`src/rtl/cla_pkg.sv`:
```
// ============================================================================
// Module      : cla_pkg
// Description : Shared types and helpers for the pipelined CLA adder.
// Revision    : 1.0 - initial release
// ============================================================================
`default_nettype none

package cla_pkg;

  localparam int MAX_WIDTH = 256;

  typedef struct packed {
    logic g;
    logic p;
  } gp_t;

  function automatic int num_blocks(input int width, input int block);
    return width / block;
  endfunction

  // Signed max/min patterns, generated wide and truncated by the caller.
  function automatic logic [MAX_WIDTH-1:0] smax_gen(input int width);
    logic [MAX_WIDTH-1:0] v;
    v = '0;
    for (int i = 0; i < width - 1; i++) v[i] = 1'b1;
    return v;
  endfunction

  function automatic logic [MAX_WIDTH-1:0] smin_gen(input int width);
    logic [MAX_WIDTH-1:0] v;
    v = '0;
    v[width-1] = 1'b1;
    return v;
  endfunction

endpackage

`default_nettype wire

```
`src/rtl/cla_block.sv`:
```
// ============================================================================
// Module      : cla_block
// Description : Combinational BLOCK-bit lookahead carry block with group G/P.
// Revision    : 1.0 - initial release
// ============================================================================
`default_nettype none

module cla_block #(
  parameter int BLOCK = 4
) (
  input  logic [BLOCK-1:0] p,
  input  logic [BLOCK-1:0] g,
  input  logic             cin,
  output logic [BLOCK-1:0] c,
  output logic             group_g,
  output logic             group_p
);

  logic [BLOCK:0] gen;
  logic [BLOCK:0] prop;
  logic           term;

  // gen[i]/prop[i]: generate/propagate of bits [i-1:0], each a flat sum of products.
  always_comb begin
    gen  = '0;
    prop = '0;
    term = 1'b0;
    c    = '0;
    prop[0] = 1'b1;
    for (int i = 1; i <= BLOCK; i++) begin
      prop[i] = prop[i-1] & p[i-1];
      for (int j = 0; j < i; j++) begin
        term = g[j];
        for (int m = j + 1; m < i; m++) term = term & p[m];
        gen[i] = gen[i] | term;
      end
    end
    for (int i = 0; i < BLOCK; i++) c[i] = gen[i] | (prop[i] & cin);
    group_g = gen[BLOCK];
    group_p = prop[BLOCK];
  end

endmodule

`default_nettype wire

```
`src/rtl/cla_pipe_adder.sv`:
```
// ============================================================================
// Module      : cla_pipe_adder
// Description : Two-stage pipelined hierarchical CLA adder/subtractor with
//               valid/ready handshake. CLA_PIPE_SATURATE_EN adds a 'sat' port
//               enabling signed saturation on overflow.
// Revision    : 1.0 - initial release
// ============================================================================
`default_nettype none

module cla_pipe_adder
  import cla_pkg::*;
#(
  parameter int WIDTH = 16,
  parameter int BLOCK = 4
) (
  input  logic             clk,
  input  logic             rst,
  input  logic             in_valid,
  output logic             in_ready,
  input  logic [WIDTH-1:0] a,
  input  logic [WIDTH-1:0] b,
  input  logic             cin,
  input  logic             sub,
`ifdef CLA_PIPE_SATURATE_EN
  input  logic             sat,
`endif
  output logic             out_valid,
  input  logic             out_ready,
  output logic [WIDTH-1:0] sum,
  output logic             cout,
  output logic             ovf
);

  localparam int NB = num_blocks(WIDTH, BLOCK);

  if (WIDTH % BLOCK != 0) begin : g_bad_width
    $error("cla_pipe_adder: WIDTH must be a multiple of BLOCK");
  end
  if (!(BLOCK == 2 || BLOCK == 4 || BLOCK == 8)) begin : g_bad_block
    $error("cla_pipe_adder: BLOCK must be 2, 4 or 8");
  end

`ifdef CLA_PIPE_SATURATE_EN
  localparam logic [WIDTH-1:0] SMAX = WIDTH'(smax_gen(WIDTH));
  localparam logic [WIDTH-1:0] SMIN = WIDTH'(smin_gen(WIDTH));
`endif

  logic en1;
  logic en2;

  logic             s1_valid_q, s1_valid_d;
  logic [WIDTH-1:0] p_q, p_d;
  logic [WIDTH-1:0] g_q, g_d;
  gp_t  [NB-1:0]    gp_q, gp_d;
  logic             c0_q, c0_d;
`ifdef CLA_PIPE_SATURATE_EN
  logic             a_msb_q, a_msb_d;
  logic             sat_q, sat_d;
`endif

  logic             out_valid_q, out_valid_d;
  logic [WIDTH-1:0] sum_q, sum_d;
  logic             cout_q, cout_d;
  logic             ovf_q, ovf_d;

  assign en2      = !out_valid_q || out_ready;
  assign en1      = !s1_valid_q || en2;
  assign in_ready = en1;

  // ---------------------------------------------------------------- stage 1
  logic [WIDTH-1:0] b_eff;
  logic [WIDTH-1:0] p_in;
  logic [WIDTH-1:0] g_in;
  logic [WIDTH-1:0] s1_carries;
  logic [NB-1:0]    blk_g_in;
  logic [NB-1:0]    blk_p_in;

  always_comb begin
    b_eff = sub ? ~b : b;
    p_in  = a ^ b_eff;
    g_in  = a & b_eff;
  end

  for (genvar k = 0; k < NB; k++) begin : g_s1_blk
    cla_block #(.BLOCK(BLOCK)) u_blk (
      .p       (p_in[k*BLOCK +: BLOCK]),
      .g       (g_in[k*BLOCK +: BLOCK]),
      .cin     (1'b0),
      .c       (s1_carries[k*BLOCK +: BLOCK]),
      .group_g (blk_g_in[k]),
      .group_p (blk_p_in[k])
    );
  end

  always_comb begin
    s1_valid_d = s1_valid_q;
    p_d        = p_q;
    g_d        = g_q;
    gp_d       = gp_q;
    c0_d       = c0_q;
`ifdef CLA_PIPE_SATURATE_EN
    a_msb_d    = a_msb_q;
    sat_d      = sat_q;
`endif
    if (en1) begin
      s1_valid_d = in_valid;
      p_d        = p_in;
      g_d        = g_in;
      c0_d       = sub | cin;
      for (int k = 0; k < NB; k++) begin
        gp_d[k].g = blk_g_in[k];
        gp_d[k].p = blk_p_in[k];
      end
`ifdef CLA_PIPE_SATURATE_EN
      a_msb_d    = a[WIDTH-1];
      sat_d      = sat;
`endif
    end
  end

  always_ff @(posedge clk) begin
    if (rst) begin
      s1_valid_q <= 1'b0;
      p_q        <= '0;
      g_q        <= '0;
      gp_q       <= '0;
      c0_q       <= 1'b0;
`ifdef CLA_PIPE_SATURATE_EN
      a_msb_q    <= 1'b0;
      sat_q      <= 1'b0;
`endif
    end else begin
      s1_valid_q <= s1_valid_d;
      p_q        <= p_d;
      g_q        <= g_d;
      gp_q       <= gp_d;
      c0_q       <= c0_d;
`ifdef CLA_PIPE_SATURATE_EN
      a_msb_q    <= a_msb_d;
      sat_q      <= sat_d;
`endif
    end
  end

  // ---------------------------------------------------------------- stage 2
  logic [NB:0]      blk_c;
  logic             term;
  logic [WIDTH-1:0] bit_c;
  logic [WIDTH-1:0] raw_sum;
  logic             raw_cout;
  logic             raw_ovf;
  logic [NB-1:0]    s2_grp_g;
  logic [NB-1:0]    s2_grp_p;

  // Block carries as flat sum of products over registered block G/P.
  always_comb begin
    blk_c    = '0;
    term     = 1'b0;
    blk_c[0] = c0_q;
    for (int k = 1; k <= NB; k++) begin
      term = c0_q;
      for (int m = 0; m < k; m++) term = term & gp_q[m].p;
      blk_c[k] = term;
      for (int j = 0; j < k; j++) begin
        term = gp_q[j].g;
        for (int m = j + 1; m < k; m++) term = term & gp_q[m].p;
        blk_c[k] = blk_c[k] | term;
      end
    end
  end

  for (genvar k = 0; k < NB; k++) begin : g_s2_blk
    cla_block #(.BLOCK(BLOCK)) u_blk (
      .p       (p_q[k*BLOCK +: BLOCK]),
      .g       (g_q[k*BLOCK +: BLOCK]),
      .cin     (blk_c[k]),
      .c       (bit_c[k*BLOCK +: BLOCK]),
      .group_g (s2_grp_g[k]),
      .group_p (s2_grp_p[k])
    );
  end

  always_comb begin
    raw_sum  = p_q ^ bit_c;
    raw_cout = blk_c[NB];
    raw_ovf  = bit_c[WIDTH-1] ^ raw_cout;
`ifdef CLA_PIPE_SATURATE_EN
    if (sat_q && raw_ovf) raw_sum = a_msb_q ? SMIN : SMAX;
`endif
  end

  always_comb begin
    out_valid_d = out_valid_q;
    sum_d       = sum_q;
    cout_d      = cout_q;
    ovf_d       = ovf_q;
    if (en2) begin
      out_valid_d = s1_valid_q;
      sum_d       = raw_sum;
      cout_d      = raw_cout;
      ovf_d       = raw_ovf;
    end
  end

  always_ff @(posedge clk) begin
    if (rst) begin
      out_valid_q <= 1'b0;
      sum_q       <= '0;
      cout_q      <= 1'b0;
      ovf_q       <= 1'b0;
    end else begin
      out_valid_q <= out_valid_d;
      sum_q       <= sum_d;
      cout_q      <= cout_d;
      ovf_q       <= ovf_d;
    end
  end

  assign out_valid = out_valid_q;
  assign sum       = sum_q;
  assign cout      = cout_q;
  assign ovf       = ovf_q;

  // Stage-1 intra-block carries and stage-2 group terms are structurally unused.
  logic unused_cla_terms;
  assign unused_cla_terms = ^{s1_carries, s2_grp_g, s2_grp_p};

endmodule

`default_nettype wire

```
`config.mk`:
```
export PLATFORM = sky130hd
export DESIGN_NAME = cla_pipe_adder
export DESIGN_NICKNAME = d
export VERILOG_FILES = /design/src/rtl/cla_pkg.sv /design/src/rtl/cla_block.sv /design/src/rtl/cla_pipe_adder.sv
export SDC_FILE = /design/constraint.sdc
export NUM_CORES = 1
export LEC_CHECK = 0
export BUFFER_PORTS_ARGS = -buffer_cell sky130_fd_sc_hd__buf_2
export CAP_MARGIN = 25
export CORE_ASPECT_RATIO = 0.9
export CORE_MARGIN = 4
export CORE_UTILIZATION = 55
export DETAILED_ROUTE_END_ITERATION = 8
export GPL_ROUTABILITY_DRIVEN = 0
export GPL_TIMING_DRIVEN = 1
export PLACE_DENSITY = 0.77
export SYNTH_ARGS = -nofsm -noshare
export SYNTH_HDL_FRONTEND = slang
export SYNTH_SLANG_ARGS = --single-unit
export TNS_END_PERCENT = 50
```
`constraint.sdc`:
```
create_clock -name clk -period 1.75 [get_ports clk]
set_input_delay 0.0875 -clock clk [delete_from_list [all_inputs] [get_ports clk]]
set_output_delay 0.0875 -clock clk [all_outputs]
set_load 0.05 [all_outputs]
```
==> Implementation_results.wiki, run 1 <==
{| class="wikitable"
! Metric !! Value
|-
| Detailed-route wire length || roughly 6800 um
|-
| Min-delay worst type || in -> reg
|-
| Global-route wire length before repair || 11400 um
|-
| Flops & latches, synth || 57
|-
| Number of buffer and inverter instances along the worst setup path || 0
|-
| Worst rel slew slack || between 50% and 60%
|-
| GRT Overall Usage || between 20% and 30%
|-
| Dominant register cell in the synthesized netlist || sky130_fd_sc_hd__dfxtp_1
|-
| Source-to-sink clock delay at the later pin of the worst-skew pair || between 0.3 and 0.4 ns
|-
| Post-DP HPWL || 5080 um
|-
| Number of primary I/O pins || 58
|-
| Antenna fix cells || 0
|-
| Critical Path AT || 1.85 ns
|-
| Fin Hold WS || 0.0501 ns
|-
| Avg Inst Size Synth || 8.17 um2
|-
| Die Span X || 85.3 um
|-
| Per-cell routed wire length || ~14 um
|-
| Placeable Area || 0.00522 mm2
|-
| Layout Skew || roughly 0.0077 ns
|-
| Area of the mapped netlist || slightly below 0.003 mm2
|-
| Post-cts resize count || 0
|-
| Pre-CTS setup slack || approximately 0.13 ns
|-
| Final nets || about 470
|-
| Path type of the worst setup path || reg -> reg
|-
| Total power density per cell area || approximately 1000 mW/mm2
|-
| Initial antenna violation count || 0
|-
| DR vias/cell || 5.64
|-
| Type of element capturing the critical path || register
|-
| Gate count after technology mapping || between 300 and 400
|-
| Clock root buffer || sky130_fd_sc_hd__clkbuf_8
|-
| Unique cell type count in the Yosys netlist || 48
|-
| IO buf count || 57
|-
| Fin Setup TNS || 0 ns
|-
| Worst-margin pin slew || between 0.6 and 0.7 ns
|-
| Post-synth top cells || 68 x sky130_fd_sc_hd__nand2_1, 57 x sky130_fd_sc_hd__dfxtp_1, 48 x sky130_fd_sc_hd__a21oi_1, 25 x sky130_fd_sc_hd__nor2_1, 20 x sky130_fd_sc_hd__ha_1
|-
| Final critical path time including I/O delays and setup || 1.64 ns
|-
| Leakage || ~1.6 nW
|-
| GRT overflow || 0
|-
| Hold violation total from the final report || 0
|-
| Number of global-route vias before repair || around 2600
|-
| TritonCTS clock tree || done
|-
| Final cycle utilization of the critical path || a little over nine tenths
|-
| Cell types occupying the most area after synthesis || sky130_fd_sc_hd__dfxtp_1 39%, sky130_fd_sc_hd__nand2_1 8.6%, sky130_fd_sc_hd__ha_1 8.5%, sky130_fd_sc_hd__a21oi_1 8.1%, sky130_fd_sc_hd__xor2_1 4.7%
|-
| Area of placed instances || 0.00330 mm2
|-
| Cell class contributing the biggest share of worst-path delay || compound AO/OA/AOI/OAI gates
|-
| Placed Cells incl. Taps || between 400 and 500
|-
| Synth area leader || sky130_fd_sc_hd__dfxtp_1
|-
| Die Y || approximately 78 um
|-
| Area of all placed cells without fillers || about 0.0035 mm2
|-
| Most common cell in the synthesized netlist || sky130_fd_sc_hd__nand2_1
|-
| Number of clock sinks || 57
|-
| Count of non-filler cells in the finished layout || between 400 and 500
|-
| Number of buffers added by the clock tree synthesis step || 9
|-
| Startpoint type of the worst setup path || register
|-
| Detailed Route Iter0 Violations || about 140
|-
| Max Clock Freq || slightly above 600 MHz
|-
| Worst vdd ir || approximately 0.64 mV
|-
| Synthesized netlist net count || 420
|-
| FFs w/ async S/R, synth || 0%
|-
| Setup WS post-layout || 0.106 ns
|-
| H-tree lvl count || 3
|-
| Initial cell density of the core || between 50% and 60%
|-
| Setup repair after global routing missed its margin || no
|-
| Maximum cell stage delay along the critical path || around 0.38 ns
|-
| Clock transition at the register clock pins on the worst setup and hold paths after CTS || 0.07 ns
|-
| Post-synth EDFFs || 0
|-
| Area fraction of the dominant cell type after synthesis || about 39%
|-
| Cell Chain, Critical Path || a211oi_2, o21bai_1, ha_1, or3_1, nand3_1, a21oi_1
|-
| Drt pass-1 iters || 4
|-
| Die Footprint || ~0.0066 mm2
|-
| Pin count of the biggest net entering global routing || 43
|-
| Fraction of the yosys area taken by sequential cells || roughly 39%
|-
| Slowest-stage cell, CP || sky130_fd_sc_hd__dfxtp_1
|-
| Max FO, Critical Path || 6
|-
| Routed Antenna Nets || 0
|-
| Worst endpoint required time || roughly 2.0 ns
|-
| Result of the run || complete, no violations
|-
| Max-cap viol count || 0
|-
| Total design power || between 3 and 4 mW
|-
| Final Max Slew Viols || 0
|-
| Drc violations || 0
|-
| Fraction of final layout cells sized beyond drive strength 1 || between 20% and 30%
|-
| Vias after detailed routing || 2750
|-
| Area growth from synthesis to layout || 20.0%
|-
| Standard-cell row count || 25
|-
| Count of warnings emitted by yosys || 0
|-
| End-of-flow core utilization || 67.9%
|-
| Maximum number of buffers from clock root to sink || 2
|-
| Setup Viol. Count Final || 0
|}
sequential cells by signal, indices dropped and copies added, names as in the netlist:
signal,flops
c0_q,1
cout,1
g_q,12
gp_q,7
out_valid,1
ovf,1
p_q,16
s1_valid_q,1
sum,16
term,1
path summary, 6_finish.rpt:
kind / startpoint / endpoint / slack [ns] / cells past startpoint
worst max-delay path: c0_q$_SDFFE_PP0P_ / sum[13]$_SDFFE_PP0P_ / 0.11 / 6
worst min-delay path: cin / c0_q$_SDFFE_PP0P_ / 0.05 / 3
worst max register to register: c0_q$_SDFFE_PP0P_ / sum[13]$_SDFFE_PP0P_ / 0.11 / 6
worst min register to register: sum[8]$_SDFFE_PP0P_ / sum[8]$_SDFFE_PP0P_ / 0.45 / 2
cell usage in the layout, fill, tap and decap left out, types with 7 or more instances in the layout:
cell type	count
sky130_fd_sc_hd__a21oi_1	48
sky130_fd_sc_hd__buf_2	57
sky130_fd_sc_hd__clkbuf_8	12
sky130_fd_sc_hd__dfxtp_1	57
sky130_fd_sc_hd__ha_1	20
sky130_fd_sc_hd__nand2_1	68
sky130_fd_sc_hd__nand3_1	13
sky130_fd_sc_hd__nor2_1	25
sky130_fd_sc_hd__nor3_1	7
sky130_fd_sc_hd__o21ai_0	13
sky130_fd_sc_hd__or3_1	8
sky130_fd_sc_hd__xor2_1	16
cells by family (layout without fill, tap and decap cells):
kind of cell               Yosys count  count (layout)  share of synthesized area [%]
AOI/OAI and AO/OA                   93              93                           20.6
DFF                                 57              57                           38.6
and+or+nand+nor                    148             148                           23.4
buffers and inverters               27              86                           3.85
xor gates and xnor gates            17              17                           5.04
adders and majority gates           20              20                           8.46
layer usage:
metal,track usage [%],vias to the layer above,part of all wire [%]
li1,-,1383,-
met1,30.5,1262,50
met2,30.0,92,41
met3,5.84,13,7.0
met4,9.81,0,1.9
met5,0,-,0
report_power, final:
part / leakage, nW / internal, mW / switching, mW / total (mW)
combinational: 0.990 / 0.285 / 0.476 / 0.761
clock: 0.123 / 0.918 / 0.518 / 1.44
sequential: 0.471 / 1.42 / 0.107 / 1.53
total: 1.58 / 2.62 / 1.10 / 3.72
layout make-up:
class	count	area, um2
Tap cell	67	83.8
Multi-Input combinational cell	278	1700
Sequential cell	57	1140
Clock inverter	4	73.8
Fill cell	426	1680
Inverter	5	18.8
Timing Repair Buffer	65	360
Clock buffer	12	165
repair_timing:
action                                 CTS  global route
endpoints found under the hold margin    1             0
setup buffers                            0             0
hold buffers                             1             0
tightest hold or removal path: cells and delay by family:
family,cells,cell delay [ns]
buf+inv,1,0.09
simple gates,2,0.16
Power figures use the tool's default switching activity.
==> inputs of run 2 (changes only) <==
--- a/config.mk
+++ b/config.mk
@@ -5,6 +5,7 @@
 export SDC_FILE = /design/constraint.sdc
 export NUM_CORES = 1
 export LEC_CHECK = 0
+export ABC_AREA = 1
 export BUFFER_PORTS_ARGS = -buffer_cell sky130_fd_sc_hd__buf_2
 export CAP_MARGIN = 25
 export CORE_ASPECT_RATIO = 0.9
==> Implementation_results.wiki, run 2 <==
{| class="wikitable"
! Metric !! Value
|-
| Post-CTS setup buffers || 0 (unchanged)
|-
| Per-cell routed wire length || 12.9 um (-8.0%)
|-
| Worst vdd ir || 0.622 mV (-3.3%)
|-
| Path type of the worst setup path || reg -> out
|-
| Critical Path AT || 1.49 ns (-0.36 ns)
|-
| Avg Inst Size Synth || 7.63 um2 (-6.6%)
|-
| IO buf count || 57 (unchanged)
|-
| Min-delay worst type || in -> reg
|-
| Synthesized netlist net count || 449 (+6.9%)
|-
| Source-to-sink clock delay at the later pin of the worst-skew pair || 0.32 ns (about the same)
|-
| Antenna fix cells || 0 (unchanged)
|-
| Post-DP HPWL || 4960 um (-2.5%)
|-
| Unique cell type count in the Yosys netlist || 32 (-33%)
|-
| Placeable Area || 0.00526 mm2 (+0.60%)
|-
| Number of primary I/O pins || 58 (unchanged)
|-
| Die Span X || 85.6 um (+0.40%)
|-
| Pre-CTS setup slack || 0.261 ns (+0.136 ns)
|-
| Most common cell after layout, fill and taps aside || sky130_fd_sc_hd__nand2_1
|-
| Setup Viol. Count Final || 0 (unchanged)
|-
| Die Y || 77.9 um (+0.40%)
|-
| Clock transition at the register clock pins on the worst setup and hold paths after CTS || 0.06 ns (about the same)
|-
| Initial antenna violation count || 0 (unchanged)
|-
| Maximum number of buffers from clock root to sink || 2 (unchanged)
|-
| GRT Overall Usage || 21.4% (-0.049 points)
|-
| Detailed-route wire length || 6730 um (-1.8%)
|-
| Initial cell density of the core || 56.8% (+0.16 points)
|-
| Drc violations || 0 (unchanged)
|-
| Leakage || 1.77 nW (+12%)
|-
| Global-route wire length before repair || 11600 um (+2.1%)
|-
| Number of global-route vias before repair || 2612 (+2.2%)
|-
| Area of the mapped netlist || 0.00298 mm2 (+0.89%)
|-
| Type of element capturing the critical path || output port
|-
| Area of placed instances || 0.00331 mm2 (+0.38%)
|-
| Fraction of the yosys area taken by sequential cells || 38.3% (-0.34 points)
|-
| Number of clock sinks || 57 (unchanged)
|-
| Final critical path time including I/O delays and setup || 1.57 ns (-0.0711 ns)
|-
| DR vias/cell || 5.21 (-7.5%)
|-
| Area fraction of the dominant cell type after synthesis || 38.3% (-0.34 points)
|-
| End-of-flow core utilization || 67.1% (-0.76 points)
|-
| Detailed Route Iter0 Violations || 147 (+4.3%)
|-
| Fin Hold WS || 0.0590 ns (+0.00892 ns)
|-
| Number of buffers added by the clock tree synthesis step || 9 (unchanged)
|-
| Cell types occupying the most area after synthesis || sky130_fd_sc_hd__dfxtp_1 38%, sky130_fd_sc_hd__nand2_1 8.7%, sky130_fd_sc_hd__ha_1 8.4%, sky130_fd_sc_hd__a21oi_1 8.1%, sky130_fd_sc_hd__inv_1 5.7%
|-
| Worst rel slew slack || 65.3% (+6.6 points)
|-
| Area growth from synthesis to layout || 18.3%
|-
| GRT overflow || 0 (unchanged)
|-
| Worst-margin pin slew || 0.520 ns (-0.0999 ns)
|-
| Total power density per cell area || 1010 mW/mm2 (-3.6%)
|-
| Post-synth EDFFs || 0 (unchanged)
|-
| H-tree lvl count || 3 (unchanged)
|-
| Post-cts resize count || 0 (unchanged)
|-
| Hold violation total from the final report || 0 (unchanged)
|-
| FFs w/ async S/R, synth || 0% (unchanged)
|-
| Count of warnings emitted by yosys || 0 (unchanged)
|-
| Max-cap viol count || 0 (unchanged)
|-
| Final cycle utilization of the critical path || 89.9% (-4.1 points)
|-
| Startpoint type of the worst setup path || register
|-
| Pin count of the biggest net entering global routing || 35 (-19%)
|-
| Most common cell in the synthesized netlist || sky130_fd_sc_hd__nand2_1
|-
| TritonCTS clock tree || done
|-
| Max Clock Freq || 636 MHz (+4.5%)
|-
| Drt pass-1 iters || 4 (unchanged)
|-
| Fraction of final layout cells sized beyond drive strength 1 || 20.7% (-1.9 points)
|-
| Standard-cell row count || 25 (unchanged)
|-
| Result of the run || complete, no violations
|-
| Die Footprint || 0.00667 mm2 (+0.80%)
|-
| Max FO, Critical Path || 25 (+19)
|-
| Setup repair after global routing missed its margin || no
|-
| Post-synth top cells || 69 x sky130_fd_sc_hd__nand2_1, 57 x sky130_fd_sc_hd__dfxtp_1, 48 x sky130_fd_sc_hd__a21oi_1, 45 x sky130_fd_sc_hd__inv_1, 31 x sky130_fd_sc_hd__o21ai_0
|-
| Vias after detailed routing || 2716 (-1.2%)
|-
| Flops & latches, synth || 57 (unchanged)
|-
| Synth area leader || sky130_fd_sc_hd__dfxtp_1
|-
| Leading cell types in the layout, fill and taps excluded || 69 x sky130_fd_sc_hd__nand2_1, 57 x sky130_fd_sc_hd__dfxtp_1, 57 x sky130_fd_sc_hd__buf_2
|-
| Dominant register cell in the synthesized netlist || sky130_fd_sc_hd__dfxtp_1
|-
| Layout Skew || 0.00540 ns (-0.00229 ns)
|-
| Final Max Slew Viols || 0 (unchanged)
|-
| Worst endpoint required time || 1.66 ns (-0.29 ns)
|-
| Area of all placed cells without fillers || 0.00353 mm2 (-0.53%)
|-
| Fin Setup TNS || 0 ns (unchanged)
|-
| Final nets || 507 (+7.0%)
|-
| Setup WS post-layout || 0.177 ns (+0.0711 ns)
|-
| Routed Antenna Nets || 0 (unchanged)
|-
| Clock root buffer || sky130_fd_sc_hd__clkbuf_8
|-
| Gate count after technology mapping || 391 (+8.0%)
|}
## run 2: final cells by class
class	count	area, um2
multi-input cells	269	1560
well taps	67	83.8
fillers	479	1730
flip-flops and latches	57	1140
clock buffers	14	173
clock inverters	2	35.0
repair buffers	65	360
inverters	47	176
## run 2: path summary, 6_finish.rpt
kind	start	end	slack, ns	cells after the start
worst max-delay path	out_valid$_SDFFE_PP0P_	in_ready	0.18	5
worst min-delay path	cin	c0_q$_SDFFE_PP0P_	0.06	3
worst max register to register	out_valid$_SDFFE_PP0P_	term$_SDFFE_PP0P_	0.25	7
worst min register to register	g_q[2]$_SDFFE_PP0P_	g_q[2]$_SDFFE_PP0P_	0.47	2
## run 2: through the flow
stage | total power [mW] | cells
5_1_grt | 3.77 | 521
4_1_cts | 3.59 | 521
2_1_floorplan | 2.10 | 391
6_report | 3.57 | 521
3_5_place_dp | 2.32 | 504
3_3_place_gp | 2.30 | 504
## run 2: what timing repair did
item,CTS,global route
endpoints found under the hold margin,1,0
endpoints found under the setup margin,0,0
hold buffers,1,0
## run 2: critical path: stages, from the launching register on
cell	delay [ns]
sky130_fd_sc_hd__dfxtp_1	0.33
sky130_fd_sc_hd__inv_1	0.07
sky130_fd_sc_hd__nor2_4	0.20
sky130_fd_sc_hd__nand2_2	0.10
sky130_fd_sc_hd__buf_4	0.22
sky130_fd_sc_hd__buf_2	0.23
## run 2: cell families after synthesis
logic type                 Yosys count  share of synthesized area [%]
and+or+nand+nor                    133                           20.5
xor gates and xnor gates            22                           6.46
buffers and inverters               65                           9.48
AOI/OAI and AO/OA                   94                           16.9
DFF                                 57                           38.3
adders and majority gates           20                           8.39
## run 2: where the power goes
part	total, mW	internal (mW)	switching, mW
Clock	1.27	0.774	0.495
Sequential	1.52	1.42	0.0964
Combinational	0.779	0.276	0.503
Total	3.57	2.47	1.09
## run 2: per-layer routing
layer  vias up  wire length (um)  track usage (%)
met5         -                 0                0
met4         0                96             7.75
met3         9               503             4.56
met2        90              3040             33.4
met1      1225              3090             29.2
li1       1392                 -                -
==> inputs of run 3 (changes only) <==
--- a/config.mk
+++ b/config.mk
@@ -6,15 +6,17 @@
 export NUM_CORES = 1
 export LEC_CHECK = 0
 export ABC_AREA = 1
-export BUFFER_PORTS_ARGS = -buffer_cell sky130_fd_sc_hd__buf_2
 export CAP_MARGIN = 25
+export CELL_PAD_IN_SITES_DETAIL_PLACEMENT = 1
+export CELL_PAD_IN_SITES_GLOBAL_PLACEMENT = 2
 export CORE_ASPECT_RATIO = 0.9
 export CORE_MARGIN = 4
-export CORE_UTILIZATION = 55
+export CORE_UTILIZATION = 36
 export DETAILED_ROUTE_END_ITERATION = 8
+export DONT_BUFFER_PORTS = 1
 export GPL_ROUTABILITY_DRIVEN = 0
 export GPL_TIMING_DRIVEN = 1
-export PLACE_DENSITY = 0.77
+export PLACE_DENSITY = 0.76
 export SYNTH_ARGS = -nofsm -noshare
 export SYNTH_HDL_FRONTEND = slang
 export SYNTH_SLANG_ARGS = --single-unit
==> Implementation_results.wiki, run 3 (synthesis results as in run 2) <==
{| class="wikitable"
! Metric !! Value
|-
| GRT Overall Usage || 16.5% (-4.9 points)
|-
| Number of primary I/O pins || 58 (unchanged)
|-
| Antenna fix cells || 0 (unchanged)
|-
| Number of clock sinks || 57 (unchanged)
|-
| Setup repair after global routing missed its margin || no
|-
| Detailed Route Iter0 Violations || 55 (-63%)
|-
| IO buf count || 0 (-100%)
|-
| Leakage || 1.68 nW (-5.2%)
|-
| Detailed-route wire length || 8060 um (+20%)
|-
| Max FO, Critical Path || 10 (-60%)
|-
| Placeable Area || 0.00807 mm2 (+54%)
|-
| Area of all placed cells without fillers || 0.00350 mm2 (-0.89%)
|-
| TritonCTS clock tree || done
|-
| Die Footprint || 0.00981 mm2 (+47%)
|-
| End-of-flow core utilization || 43.3% (-24 points)
|-
| Cell Chain, Critical Path || inv_1, nor2_4, nand2_4, buf_12, o21ai_0, dlygate4sd3_1, a21oi_1
|-
| Setup WS post-layout || 0.140 ns (-0.0369 ns)
|-
| Drc violations || 0 (unchanged)
|-
| Drt pass-1 iters || 4 (unchanged)
|-
| Path type of the worst setup path || reg -> reg
|-
| Min-delay worst type || in -> reg
|-
| Total power density per cell area || 977 mW/mm2 (-3.4%)
|-
| Source-to-sink clock delay at the later pin of the worst-skew pair || 0.33 ns (about the same)
|-
| Result of the run || complete, no violations
|-
| Max-cap viol count || 0 (unchanged)
|-
| Worst-margin pin slew || 0.455 ns (-0.0643 ns)
|-
| Number of global-route vias before repair || 2695 (+3.2%)
|-
| Slowest-stage cell, CP || sky130_fd_sc_hd__dlygate4sd3_1
|-
| Standard-cell row count || 31 (+24%)
|-
| Die Span X || 104 um (+21%)
|-
| Hold violation total from the final report || 0 (unchanged)
|-
| DR vias/cell || 5.02 (-3.6%)
|-
| Area growth from synthesis to layout || 17.2%
|-
| Per-cell routed wire length || 15.5 um (+20%)
|-
| Final critical path time including I/O delays and setup || 1.61 ns (+0.0369 ns)
|-
| Number of buffers added by the clock tree synthesis step || 9 (unchanged)
|-
| Pre-CTS setup slack || 0.308 ns (+0.0466 ns)
|-
| Die Y || 94.4 um (+21%)
|-
| Leading cell types in the layout, fill and taps excluded || 69 x sky130_fd_sc_hd__nand2_1, 57 x sky130_fd_sc_hd__dfxtp_1, 48 x sky130_fd_sc_hd__a21oi_1
|-
| H-tree lvl count || 3 (unchanged)
|-
| Setup Viol. Count Final || 0 (unchanged)
|-
| Initial antenna violation count || 0 (unchanged)
|-
| Critical Path AT || 1.87 ns (+0.38 ns)
|-
| Global-route wire length before repair || 13000 um (+12%)
|-
| Final nets || 474 (-6.5%)
|-
| Final Max Slew Viols || 0 (unchanged)
|-
| Worst endpoint required time || 2.01 ns (+0.35 ns)
|-
| Pin count of the biggest net entering global routing || 39 (+11%)
|-
| Final cycle utilization of the critical path || 92.0% (+2.1 points)
|-
| Vias after detailed routing || 2612 (-3.8%)
|-
| Type of element capturing the critical path || register
|-
| Most common cell after layout, fill and taps aside || sky130_fd_sc_hd__nand2_1
|-
| Area of placed instances || 0.00320 mm2 (-3.3%)
|-
| Post-DP HPWL || 5590 um (+13%)
|-
| Maximum cell stage delay along the critical path || 0.56 ns (+0.23 ns)
|-
| Initial cell density of the core || 37.0% (-20 points)
|-
| Clock root buffer || sky130_fd_sc_hd__clkbuf_8
|-
| Startpoint type of the worst setup path || register
|-
| Layout Skew || 0.0102 ns (+0.00480 ns)
|-
| Maximum number of buffers from clock root to sink || 2 (unchanged)
|-
| Clock transition at the register clock pins on the worst setup and hold paths after CTS || 0.07 ns (about the same)
|-
| Total design power || 3.42 mW (-4.3%)
|-
| Worst rel slew slack || 69.6% (+4.3 points)
|-
| Fraction of final layout cells sized beyond drive strength 1 || 13.8% (-6.9 points)
|-
| Max Clock Freq || 621 MHz (-2.3%)
|-
| Worst vdd ir || 0.476 mV (-24%)
|-
| Fin Setup TNS || 0 ns (unchanged)
|-
| Routed Antenna Nets || 0 (unchanged)
|-
| GRT overflow || 0 (unchanged)
|}
==> run 3: critical path: cells and delay by family (launching register included) <==
family	cells	cell delay (ns)
simple gates	2	0.16
buf+inv	3	0.83
compound gates	2	0.23
flops	1	0.31
==> run 3: per-layer routing <==
layer | global-route usage, % | up-vias | routed length (um)
li1 | - | 1324 | -
met1 | 20.8 | 1237 | 3930
met2 | 28.1 | 43 | 3820
met3 | 4.58 | 8 | 249
met4 | 4.65 | 0 | 58
met5 | 0 | - | 0
==> run 3: final cells by class <==
class	instances	area (um2)
fill	1007	4570
multi-input combinational	269	1560
sequential	57	1140
timing repair buffer	32	318
inverter	47	176
clock buffer	13	159
tap	99	124
clock inverter	3	15.0
==> run 3: repair_timing <==
item | in CTS | in global routing
resized for setup | 0 | 1
hold endpoints to repair | 29 | 0
buffers inserted | 0 | 0
endpoints found under the setup margin | 0 | 1
hold buffers | 4 | 0
==> run 3: through the flow <==
stage	instances	hold slack [ns]
after floorplan	391	0.211
after global placement	497	0.164
after detailed placement	497	0.165
after CTS	517	0.0493
after global routing	520	0.0616
final	520	0.0664
==> run 3: worst paths after layout <==
| check | start | end | slack, ns | depth (start not counted) |
|---|---|---|---|---|
| min | a[9] | g_q[9]$_SDFFE_PP0P_ | 0.07 | 3 |
| min reg2reg | g_q[10]$_SDFFE_PP0P_ | g_q[10]$_SDFFE_PP0P_ | 0.47 | 2 |
| max | out_valid$_SDFFE_PP0P_ | c0_q$_SDFFE_PP0P_ | 0.14 | 7 |
| max reg2reg | out_valid$_SDFFE_PP0P_ | c0_q$_SDFFE_PP0P_ | 0.14 | 7 |
==> run 3: power breakdown <==
| group | total (mW) | switching (mW) | internal [mW] |
|---|---|---|---|
| Combinational | 0.777 | 0.492 | 0.285 |
| Clock | 1.12 | 0.533 | 0.585 |
| Sequential | 1.52 | 0.0966 | 1.42 |
